File: config.mk
export PLATFORM = sky130hd
export DESIGN_NAME = obstacle_field
export DESIGN_NICKNAME = d
export VERILOG_FILES = /design/src/rtl/obstacle_field.sv
export SDC_FILE = /design/constraint.sdc
export NUM_CORES = 1
export LEC_CHECK = 0
export BUFFER_PORTS_ARGS = -buffer_cell sky130_fd_sc_hd__buf_2
export CAP_MARGIN = 40
export CORE_AREA = 5 5 164 166
export CTS_CLUSTER_DIAMETER = 120
export DETAILED_ROUTE_END_ITERATION = 12
export DIE_AREA = 0 0 169 171
export PLACE_DENSITY = 0.75
export SLEW_MARGIN = 20
export SYNTH_ARGS = -nofsm -noshare
export SYNTH_HDL_FRONTEND = slang
export SYNTH_SLANG_ARGS = --single-unit
File: constraint.sdc
create_clock -name i_clk -period 11.7 [get_ports i_clk]
set_input_delay 1.755 -clock i_clk [delete_from_list [all_inputs] [get_ports i_clk]]
set_output_delay 1.755 -clock i_clk [all_outputs]
set_load 0.02 [all_outputs]
File: src/rtl/obstacle_field.sv
// obstacle_field: N rectangular obstacles stepped one per clock after each
// accepted animation strobe, with per-axis wrap/bounce rules, per-obstacle
// collision flags against a player box and packed edge outputs.
module obstacle_field #(
  parameter int N         = 4,
  parameter int H_WIDTH   = 20,
  parameter int H_HEIGHT  = 20,
  parameter int IX        = 320,
  parameter int IY        = 240,
  parameter int X_SPACING = 160,
  parameter int IX_DIR    = 1,
  parameter int IY_DIR    = 1,
  parameter int X_MODE    = 0,
  parameter int Y_MODE    = 1,
  parameter int D_WIDTH   = 640,
  parameter int D_HEIGHT  = 480
) (
  input  logic            i_clk,
  input  logic            i_rst_n,
  input  logic            i_ani_stb,
  input  logic            i_animate,
  input  logic            i_ld_valid,
  output logic            o_ld_ready,
  input  logic [3:0]      i_ld_idx,
  input  logic [11:0]     i_ld_x,
  input  logic [11:0]     i_ld_y,
  input  logic            i_ld_xdir,
  input  logic            i_ld_ydir,
  input  logic [3:0]      i_ld_speed,
  input  logic [11:0]     i_px1,
  input  logic [11:0]     i_px2,
  input  logic [11:0]     i_py1,
  input  logic [11:0]     i_py2,
  output logic [N*12-1:0] o_x1,
  output logic [N*12-1:0] o_x2,
  output logic [N*12-1:0] o_y1,
  output logic [N*12-1:0] o_y2,
  output logic [N-1:0]    o_hit,
  output logic            o_hit_any,
  output logic            o_busy,
  output logic            o_frame_done
);

  localparam int IW    = (N > 1) ? $clog2(N) : 1;
  localparam int DEPTH = 1 << IW;
  localparam logic [IW-1:0] LAST = IW'(N - 1);

  localparam logic signed [13:0] XD = 14'(D_WIDTH);
  localparam logic signed [13:0] XH = 14'(H_WIDTH);
  localparam logic signed [13:0] YD = 14'(D_HEIGHT);
  localparam logic signed [13:0] YH = 14'(H_HEIGHT);
  localparam logic signed [11:0] HW12 = 12'(H_WIDTH);
  localparam logic signed [11:0] HH12 = 12'(H_HEIGHT);
  localparam logic XM = (X_MODE != 0);
  localparam logic YM = (Y_MODE != 0);

  typedef enum logic {IDLE, UPDATE} state_t;

  state_t            state;
  logic [IW-1:0]     idx;
  logic              pending;
  logic              frame_done;
  logic [N-1:0]      hit;
  logic signed [11:0] pos_x [DEPTH];
  logic signed [11:0] pos_y [DEPTH];
  logic              dir_x [DEPTH];
  logic              dir_y [DEPTH];
  logic [3:0]        speed [DEPTH];

  logic              go;
  logic              ld_in_range;
  logic [IW-1:0]     ld_sel;
  logic [12:0]       step_x, step_y;
  logic signed [11:0] nx, ny;
  logic              ndx, ndy, nhit;
  logic signed [11:0] px1, px2, py1, py2;

  // One axis step; returns {new_dir, new_pos}. Done at 14 bits so the
  // boundary compares cannot be confused by 12-bit overflow near the edges.
  function automatic logic [12:0] step_axis(
    input logic signed [11:0] pos,
    input logic               dir,
    input logic [3:0]         spd,
    input logic               bounce,
    input logic signed [13:0] d,
    input logic signed [13:0] h
  );
    logic signed [13:0] p, s, nxt, np;
    logic               nd;
    p   = {{2{pos[11]}}, pos};
    s   = {10'b0, spd};
    nxt = dir ? (p + s) : (p - s);
    np  = nxt;
    nd  = dir;
    if (spd == 4'd0) begin
      np = p;
    end else if (!bounce) begin
      if (dir && (nxt > d + h))       np = -h;
      else if (!dir && (nxt < -h))    np = d + h;
    end else begin
      if (dir && (nxt >= d - h - 14'sd1)) begin
        np = d - h - 14'sd1;
        nd = 1'b0;
      end else if (!dir && (nxt <= h)) begin
        np = h;
        nd = 1'b1;
      end
    end
    return {nd, np[11:0]};
  endfunction

  assign go          = i_ani_stb && i_animate;
  assign ld_in_range = (32'(i_ld_idx) < N);
  assign ld_sel      = i_ld_idx[IW-1:0];
  assign px1 = $signed(i_px1);
  assign px2 = $signed(i_px2);
  assign py1 = $signed(i_py1);
  assign py2 = $signed(i_py2);

  // Next position, direction and collision of the obstacle being swept.
  always_comb begin
    step_x = step_axis(pos_x[idx], dir_x[idx], speed[idx], XM, XD, XH);
    step_y = step_axis(pos_y[idx], dir_y[idx], speed[idx], YM, YD, YH);
    nx   = $signed(step_x[11:0]);
    ny   = $signed(step_y[11:0]);
    ndx  = step_x[12];
    ndy  = step_y[12];
    nhit = ((nx - HW12) <= px2) && ((nx + HW12) >= px1) &&
           ((ny - HH12) <= py2) && ((ny + HH12) >= py1);
  end

  // Sweep FSM, load port and obstacle state registers.
  always_ff @(posedge i_clk or negedge i_rst_n) begin
    if (!i_rst_n) begin
      for (int unsigned i = 0; i < DEPTH; i++) begin
        pos_x[i] <= 12'(IX + int'(i) * X_SPACING);
        pos_y[i] <= 12'(IY);
        dir_x[i] <= (IX_DIR != 0);
        dir_y[i] <= (IY_DIR != 0);
        speed[i] <= 4'd1;
      end
      hit        <= '0;
      state      <= IDLE;
      idx        <= '0;
      pending    <= 1'b0;
      frame_done <= 1'b0;
    end else begin
      frame_done <= 1'b0;
      case (state)
        IDLE: begin
          if (i_ld_valid && ld_in_range) begin
            pos_x[ld_sel] <= $signed(i_ld_x);
            pos_y[ld_sel] <= $signed(i_ld_y);
            dir_x[ld_sel] <= i_ld_xdir;
            dir_y[ld_sel] <= i_ld_ydir;
            speed[ld_sel] <= i_ld_speed;
            hit[ld_sel]   <= 1'b0;
          end
          // A strobe colliding with a load is deferred by one cycle.
          if (i_ld_valid && go) begin
            pending <= 1'b1;
          end else if (go || pending) begin
            state   <= UPDATE;
            idx     <= '0;
            pending <= 1'b0;
          end
        end
        UPDATE: begin
          pos_x[idx] <= nx;
          pos_y[idx] <= ny;
          dir_x[idx] <= ndx;
          dir_y[idx] <= ndy;
          hit[idx]   <= nhit;
          if (idx == LAST) begin
            state      <= IDLE;
            frame_done <= 1'b1;
          end else begin
            idx <= idx + 1'b1;
          end
        end
        default: state <= IDLE;
      endcase
    end
  end

  // Packed edge outputs derived from the stored centres.
  always_comb begin
    o_x1 = '0;
    o_x2 = '0;
    o_y1 = '0;
    o_y2 = '0;
    for (int unsigned i = 0; i < N; i++) begin
      o_x1[12*i +: 12] = pos_x[i] - HW12;
      o_x2[12*i +: 12] = pos_x[i] + HW12;
      o_y1[12*i +: 12] = pos_y[i] - HH12;
      o_y2[12*i +: 12] = pos_y[i] + HH12;
    end
  end

  assign o_ld_ready   = (state == IDLE);
  assign o_busy       = (state == UPDATE);
  assign o_hit        = hit;
  assign o_hit_any    = |hit;
  assign o_frame_done = frame_done;

endmodule

After elaboration in Yosys (flattened, before gate mapping)
Cells that the tools add are included.

storage, ports and cells
  register bits after elaboration = 129
  output and inout port bits = 200
  logic and storage cells = 172
  input port bits = 87

cells by class
  bitwise operators = 5
  muxes and demuxes = 72
  magnitude comparators = 17
  reduce and logical (&&, ||, !) cells = 23
  $add $sub $neg = 25
  eq/ne operators = 5

operators by type and width
  operator                                                                            count
  48-bit bitwise mux                                                                  4
  48-bit one-hot mux with 2 select lines                                              2
  12-bit 2-to-1 mux                                                                   12
  12-bit by 6-bit adder with 12-bit output (second input constant)                    10
  12-bit by 6-bit subtractor with 12-bit output (second input constant)               10
  48-bit 2-to-1 mux                                                                   2
  12-bit binary-select mux with 2-bit select                                          2
  12-bit demux with 2-bit select                                                      2
  14-bit 2-to-1 mux                                                                   2
  12-bit by 5-bit adder with 13-bit output                                            2
  12-bit by 5-bit subtractor with 13-bit output                                       2
  12-bit >= comparator                                                                2
  12-bit less-or-equal comparator                                                     2
  4-bit 2-to-1 mux                                                                    6
  4-bit one-hot mux with 2 select lines                                               3
  4-bit bitwise mux                                                                   5
  1-bit 2-to-1 mux                                                                    18
  16-bit bitwise mux                                                                  1
  14-bit by 10-bit >= comparator with 1-bit output (second input constant)            1
  14-bit by 11-bit > comparator with 1-bit output (second input constant)             1
  14-bit by 6-bit less-or-equal comparator with 1-bit output (second input constant)  1
  1-bit logical AND                                                                   14
  14-bit by 6-bit < comparator with 1-bit output (second input constant)              1
  4-bit binary-select mux with 2-bit select                                           1
  26 further kinds                                                                    41

Depth between registers and ports, before layout
  depth after elaboration = 18
  mapped depth = 40
  depth with buffers taken out = 33

Worst setup path before layout
OpenSTA, ideal clock, no wires.

  path kind = register to register
  from = register idx[0]
  to = register hit[0] (netlist: o_hit[0])
  buffers on the path = 7
  clock period less this slack = 8.384 ns
  data required time = 11.572 ns
  data arrival time = 8.257 ns
  stages on the path, launching flop included = 38
  setup time = 0.128 ns
  setup slack = 3.316 ns
  path through = dfrtp_1 > clkbuf_8 > buf_1 > clkbuf_8 > clkbuf_1 > mux4_2 > inv_1 > ha_1 > inv_1 > or4_4 > nand3_4 > inv_4 > buf_6 > ha_1 > clkbuf_8 > and3_1 > o211a_1 > nor4_1 > [... 2 more ...] > nor4b_2 > o311a_2 > or2_1 > buf_6 > a32oi_1 > ha_1 > nand2b_1 > a21o_1 > a21o_1 > a21o_1 > a21o_1 > a21o_1 > a21o_1 > a21o_1 > a211oi_1 > o211ai_1 > nand4_1 > o21ai_0

on the way
  cells in the longest elaborated chain, start to end = 18
  elaborated cells between the ends (all ways) = 57
  those cells by class = add/sub (8); order compare (10); mux (27); bitwise (1); reduce/logical (11)

RTL lines
  item                                                                                                       line      RTL
  start: declaration                                                                                         60        logic [IW-1:0] idx;
  start signal: assignment                                                                                   178       idx <= idx + 1'b1;
  2-bit NOT with 3-bit output (not written as such)                                                          122, 123
  12-bit binary-select mux with 2-bit select or 4-bit binary-select mux with 2-bit select (tied branches)    122, 123
  12-bit 2-to-1 mux (not written as such) or 4-bit 2-to-1 mux (tied branches) (2 in series)                  122, 123
  12-bit by 5-bit subtractor with 13-bit output or 12-bit by 5-bit adder with 13-bit output (tied branches)  92        nxt = dir ? (p + s) : (p - s);
  14-bit 2-to-1 mux                                                                                          92
  14-bit by 6-bit < comparator with 1-bit output                                                             99        else if (!dir && (nxt < -h)) np = d + h;
  1-bit logical AND                                                                                          99
  12-bit 2-to-1 mux                                                                                          99
  12-bit 2-to-1 mux                                                                                          98        if (dir && (nxt > d + h)) np = -h;
  12-bit 2-to-1 mux                                                                                          95        if (spd == 4'd0) begin
  12-bit by 6-bit subtractor with 12-bit output or 12-bit by 6-bit adder with 12-bit output (tied branches)  128       nhit = ((nx - HW12) <= px2) && ((nx + HW12) >= px1) &&
  12-bit less-or-equal comparator or 12-bit >= comparator (tied branches)                                    128
  1-bit logical AND (2 in series)                                                                            128
  1-bit logical AND                                                                                          129       ((ny - HH12) <= py2) && ((ny + HH12) >= py1);
  4-bit bitwise mux (*)                                                                                      173       hit[idx] <= nhit;
  4-bit one-hot mux with 2 select lines (*)                                                                  149       case (state)
  end signal: indexed assignment                                                                             173
  end: declaration                                                                                           63        logic [N-1:0] hit;

Mark *: on every way between the ends. The rest lies on a longest branch, timed or not. The select of a mux whose other input is x is not followed.
A chain may end at the register's enable or synchronous reset.

Worst setup path after layout
  from = register idx[1]
  to = register hit[0] (netlist: o_hit[0])

Same word-level chain as after synthesis.

==> reports/qor.csv <==
stage,metric,value,unit
status,outcome,"finished, final reports clean",
worst_setup_path,crit_fanout,19,
synthesis,ys_types,104,
timing,finalSetupViolCount,0,
detailed_routing,dr.first_iter.drc_count,1309,
clocking,cts_sinks,129,
clocking,cts_root_buf,clkbuf_16,
clocking,h-tree-depth,4,
hold_path,hold_path_depth,2,
worst_setup_path,crit_top_cell,o21a_1,
hold_path,worstHoldStart,dir_x[1],
timing,fin_ws,3.27,ns
synthesis,synthCells,1633,
synthesis,synth_area,0.0136,sq mm
clocking,clk_pin_slew,0.06,ns
detailed_routing,vias,13400,
layout,final_cell_mix,"buf_2, nand2_1, nor2_1, o21ai_0, xnor2_1",
timing,tightest_slew,1.03,ns
floorplan,fp.dieH,171,um
timing,finalCritPeriodShare,72.0,%
layout,multi_input_area,0.00896,sq mm
worst_setup_path,worstPathArrival,8.76,ns
grt,antenna_found_initial,4,
worst_setup_path,slowest_delay,0.66,ns
clocking,ctsHoldBuffers,0,
synthesis,yosysSeqAreaShare,24.1,%
layout,final_common_cell,buf_2,
timing,finalHoldViolations,0,
layout,regArea,0.00328,sq mm
worst_setup_path,critPathRequiredTime,12.03,ns
hold_path,holdCritPathClass,flip-flop to flip-flop,
layout,layout-drive-gt1-share,25.7,%
synthesis,synth.avg_cell_area,8.34,sq um
timing,fmax,119,MHz
placement,hpwl,34600,um
clocking,cts_buffers,17,
grt,grt_pass1_vias,12800,
grt,grt_pass1_wl,70400,um
floorplan,dieArea,0.0289,sq mm
placement,numPortBuffers,286,
floorplan,initial_core_util,53.5,%
detailed_routing,drc,0,
grt,grt_usage,30.4,%
flow_run,cap_violations,0,
detailed_routing,dr.pass1.iters,6,
floorplan,rows,59,
synthesis,syn_nets,1818,
floorplan,io_pins,287,
synthesis,synth_warnings,0,
worst_setup_path,timing.rr.end,o_hit[0],
worst_setup_path,reg2reg_depth,33,
floorplan,die_x,169,um
layout,nFillCells,2315,
worst_setup_path,crit_type,flip-flop to flip-flop,
timing,rsz0062_at_grt,false,
grt,overflow,0,
clocking,clock_latency,0.42,ns
worst_setup_path,r2r_start,idx[1],
detailed_routing,antenna_left,0,
floorplan,coreArea,0.0255,sq mm
hold_path,min_to,dir_x[1],
synthesis,synthArstFlopShare,100,%
worst_setup_path,crit_path_top_delay_cell,dfrtp_2,
worst_setup_path,cp-end-kind,flip-flop,
timing,drv_slew,0,
detailed_routing,postRouteWirelength,45400,um
clocking,clockBufferDepth,2,
detailed_routing,routed_via_density,6.17,
clocking,post_cts_buffers,0,
synthesis,ys_ff_latch,129,
placement,gp_congestion,0.968,
synthesis,synth_edf_count,0,
grt,grt_max_degree,60,
layout,nets,1998,
timing,skew,0.0115,ns
clocking,tritoncts,done,
timing,setup_tns,0,ns
worst_setup_path,worstSetupStartpointType,flip-flop,
timing,max_slew_margin,31.4,%
timing,fin_crit,8.43,ns
detailed_routing,route.detailed.wl_per_inst,21.0,um
placement,dp_slack,3.38,ns
layout,syn_to_final_growth,12.4,%
worst_setup_path,rrSetupSlack,3.27,ns
synthesis,synthFlopType,dfrtp_1,
clocking,cts-resized-gates,0,
worst max-delay path: cells and delay by family (launching register included):
family                     cells  cell delay (ns)
and+or+nand+nor                8             1.22
adders and majority gates      3             0.93
buffers and inverters          3             0.65
xor gates and xnor gates       1             0.25
DFF                            1             0.66
AOI/OAI and AO/OA             16             3.94
muxes                          2             0.68
cell families (layout without fill, tap and decap cells):
| logic type | count (synthesis) | in the layout | share of synthesized area (%) |
|---|---|---|---|
| adders and majority gates | 100 | 100 | 9.27 |
| AOI/OAI and AO/OA | 413 | 413 | 20.3 |
| buffers and inverters | 259 | 452 | 10.2 |
| xor gates and xnor gates | 183 | 183 | 11.8 |
| other | 0 | 3 | 0 |
| and+or+nand+nor | 503 | 503 | 18.1 |
| DFF | 129 | 129 | 24.1 |
| muxes | 46 | 46 | 6.16 |
layout make-up:
type / instances / area share, %
diodes: 3 / 0.0490
clock buffers: 20 / 2.99
clock inverters: 12 / 0.637
inverters: 106 / 2.61
multi-input cells: 1245 / 58.5
flip-flops and latches: 129 / 21.4
well taps: 335 / 2.74
repair buffers: 314 / 11.1
worst max path at each step:
stage | start | endpoint | slack, ns | depth (start not counted)
3_3_place_gp | idx[1] | o_hit[3] | 3.58 | 33
3_5_place_dp | idx[1] | o_hit[3] | 3.38 | 33
2_1_floorplan | idx[0] | o_hit[0] | 3.32 | 37
4_1_cts | idx[1] | o_hit[3] | 3.36 | 33
5_1_grt | idx[1] | o_hit[3] | 2.64 | 33
6_report | idx[1] | o_hit[0] | 3.27 | 33
metrics by stage:
step                      hold slack, ns  utilization [%]  instances  instance area [sq um]
after global routing               0.477             60.1       2163                  15300
after global placement             0.441             57.5       2120                  14600
after CTS                          0.452             59.9       2158                  15200
after detailed placement           0.443             57.7       2126                  14700
final                              0.452             60.1       2164                  15300
after floorplan                    0.431                -       1633                  13600
cell usage after synthesis, types with 9 or more instances:
master	number	area [sq um]
a211oi_1	25	188
a21o_1	26	195
a21oi_1	76	380
a221o_1	9	90.1
a22oi_1	16	120
a31oi_1	12	75.1
and3_1	20	125
buf_4	42	315
clkbuf_1	75	282
clkbuf_8	14	193
dfrtp_1	90	2250
dfstp_2	39	1020
ha_1	96	1200
inv_1	104	390
mux2_2	10	113
mux4_2	26	586
nand2_1	179	672
nand2b_1	12	75.1
nand3_1	22	110
nand3b_1	18	135
nand4_1	10	62.6
nor2_1	131	492
nor2b_1	24	150
nor3_1	24	120
nor4_1	14	87.6
o21a_1	21	158
o21ai_0	119	596
o221ai_1	16	140
o22ai_1	13	81.3
xnor2_1	114	998
xor2_1	68	596
flip-flops by register name, indices dropped and copies added, names as in the netlist:
register and flops:
o_frame_done 1, o_hit 4, idx 2, o_busy 1, speed 16, dir_y 4, pending 1, pos_y 48
dir_x 4, pos_x 48
metal layers:
| layer | wire [um] | track usage [%] | vias to the layer above |
|---|---|---|---|
| met5 | 11 | 0 | - |
| met4 | 1190 | 9.42 | 2 |
| met3 | 5550 | 8.27 | 87 |
| met2 | 20400 | 46.7 | 814 |
| met1 | 18300 | 42.1 | 6369 |
| li1 | - | - | 6079 |
Power is not shown: default switching activity piles up to over one toggle a cycle in this logic, so the estimate is an artifact.
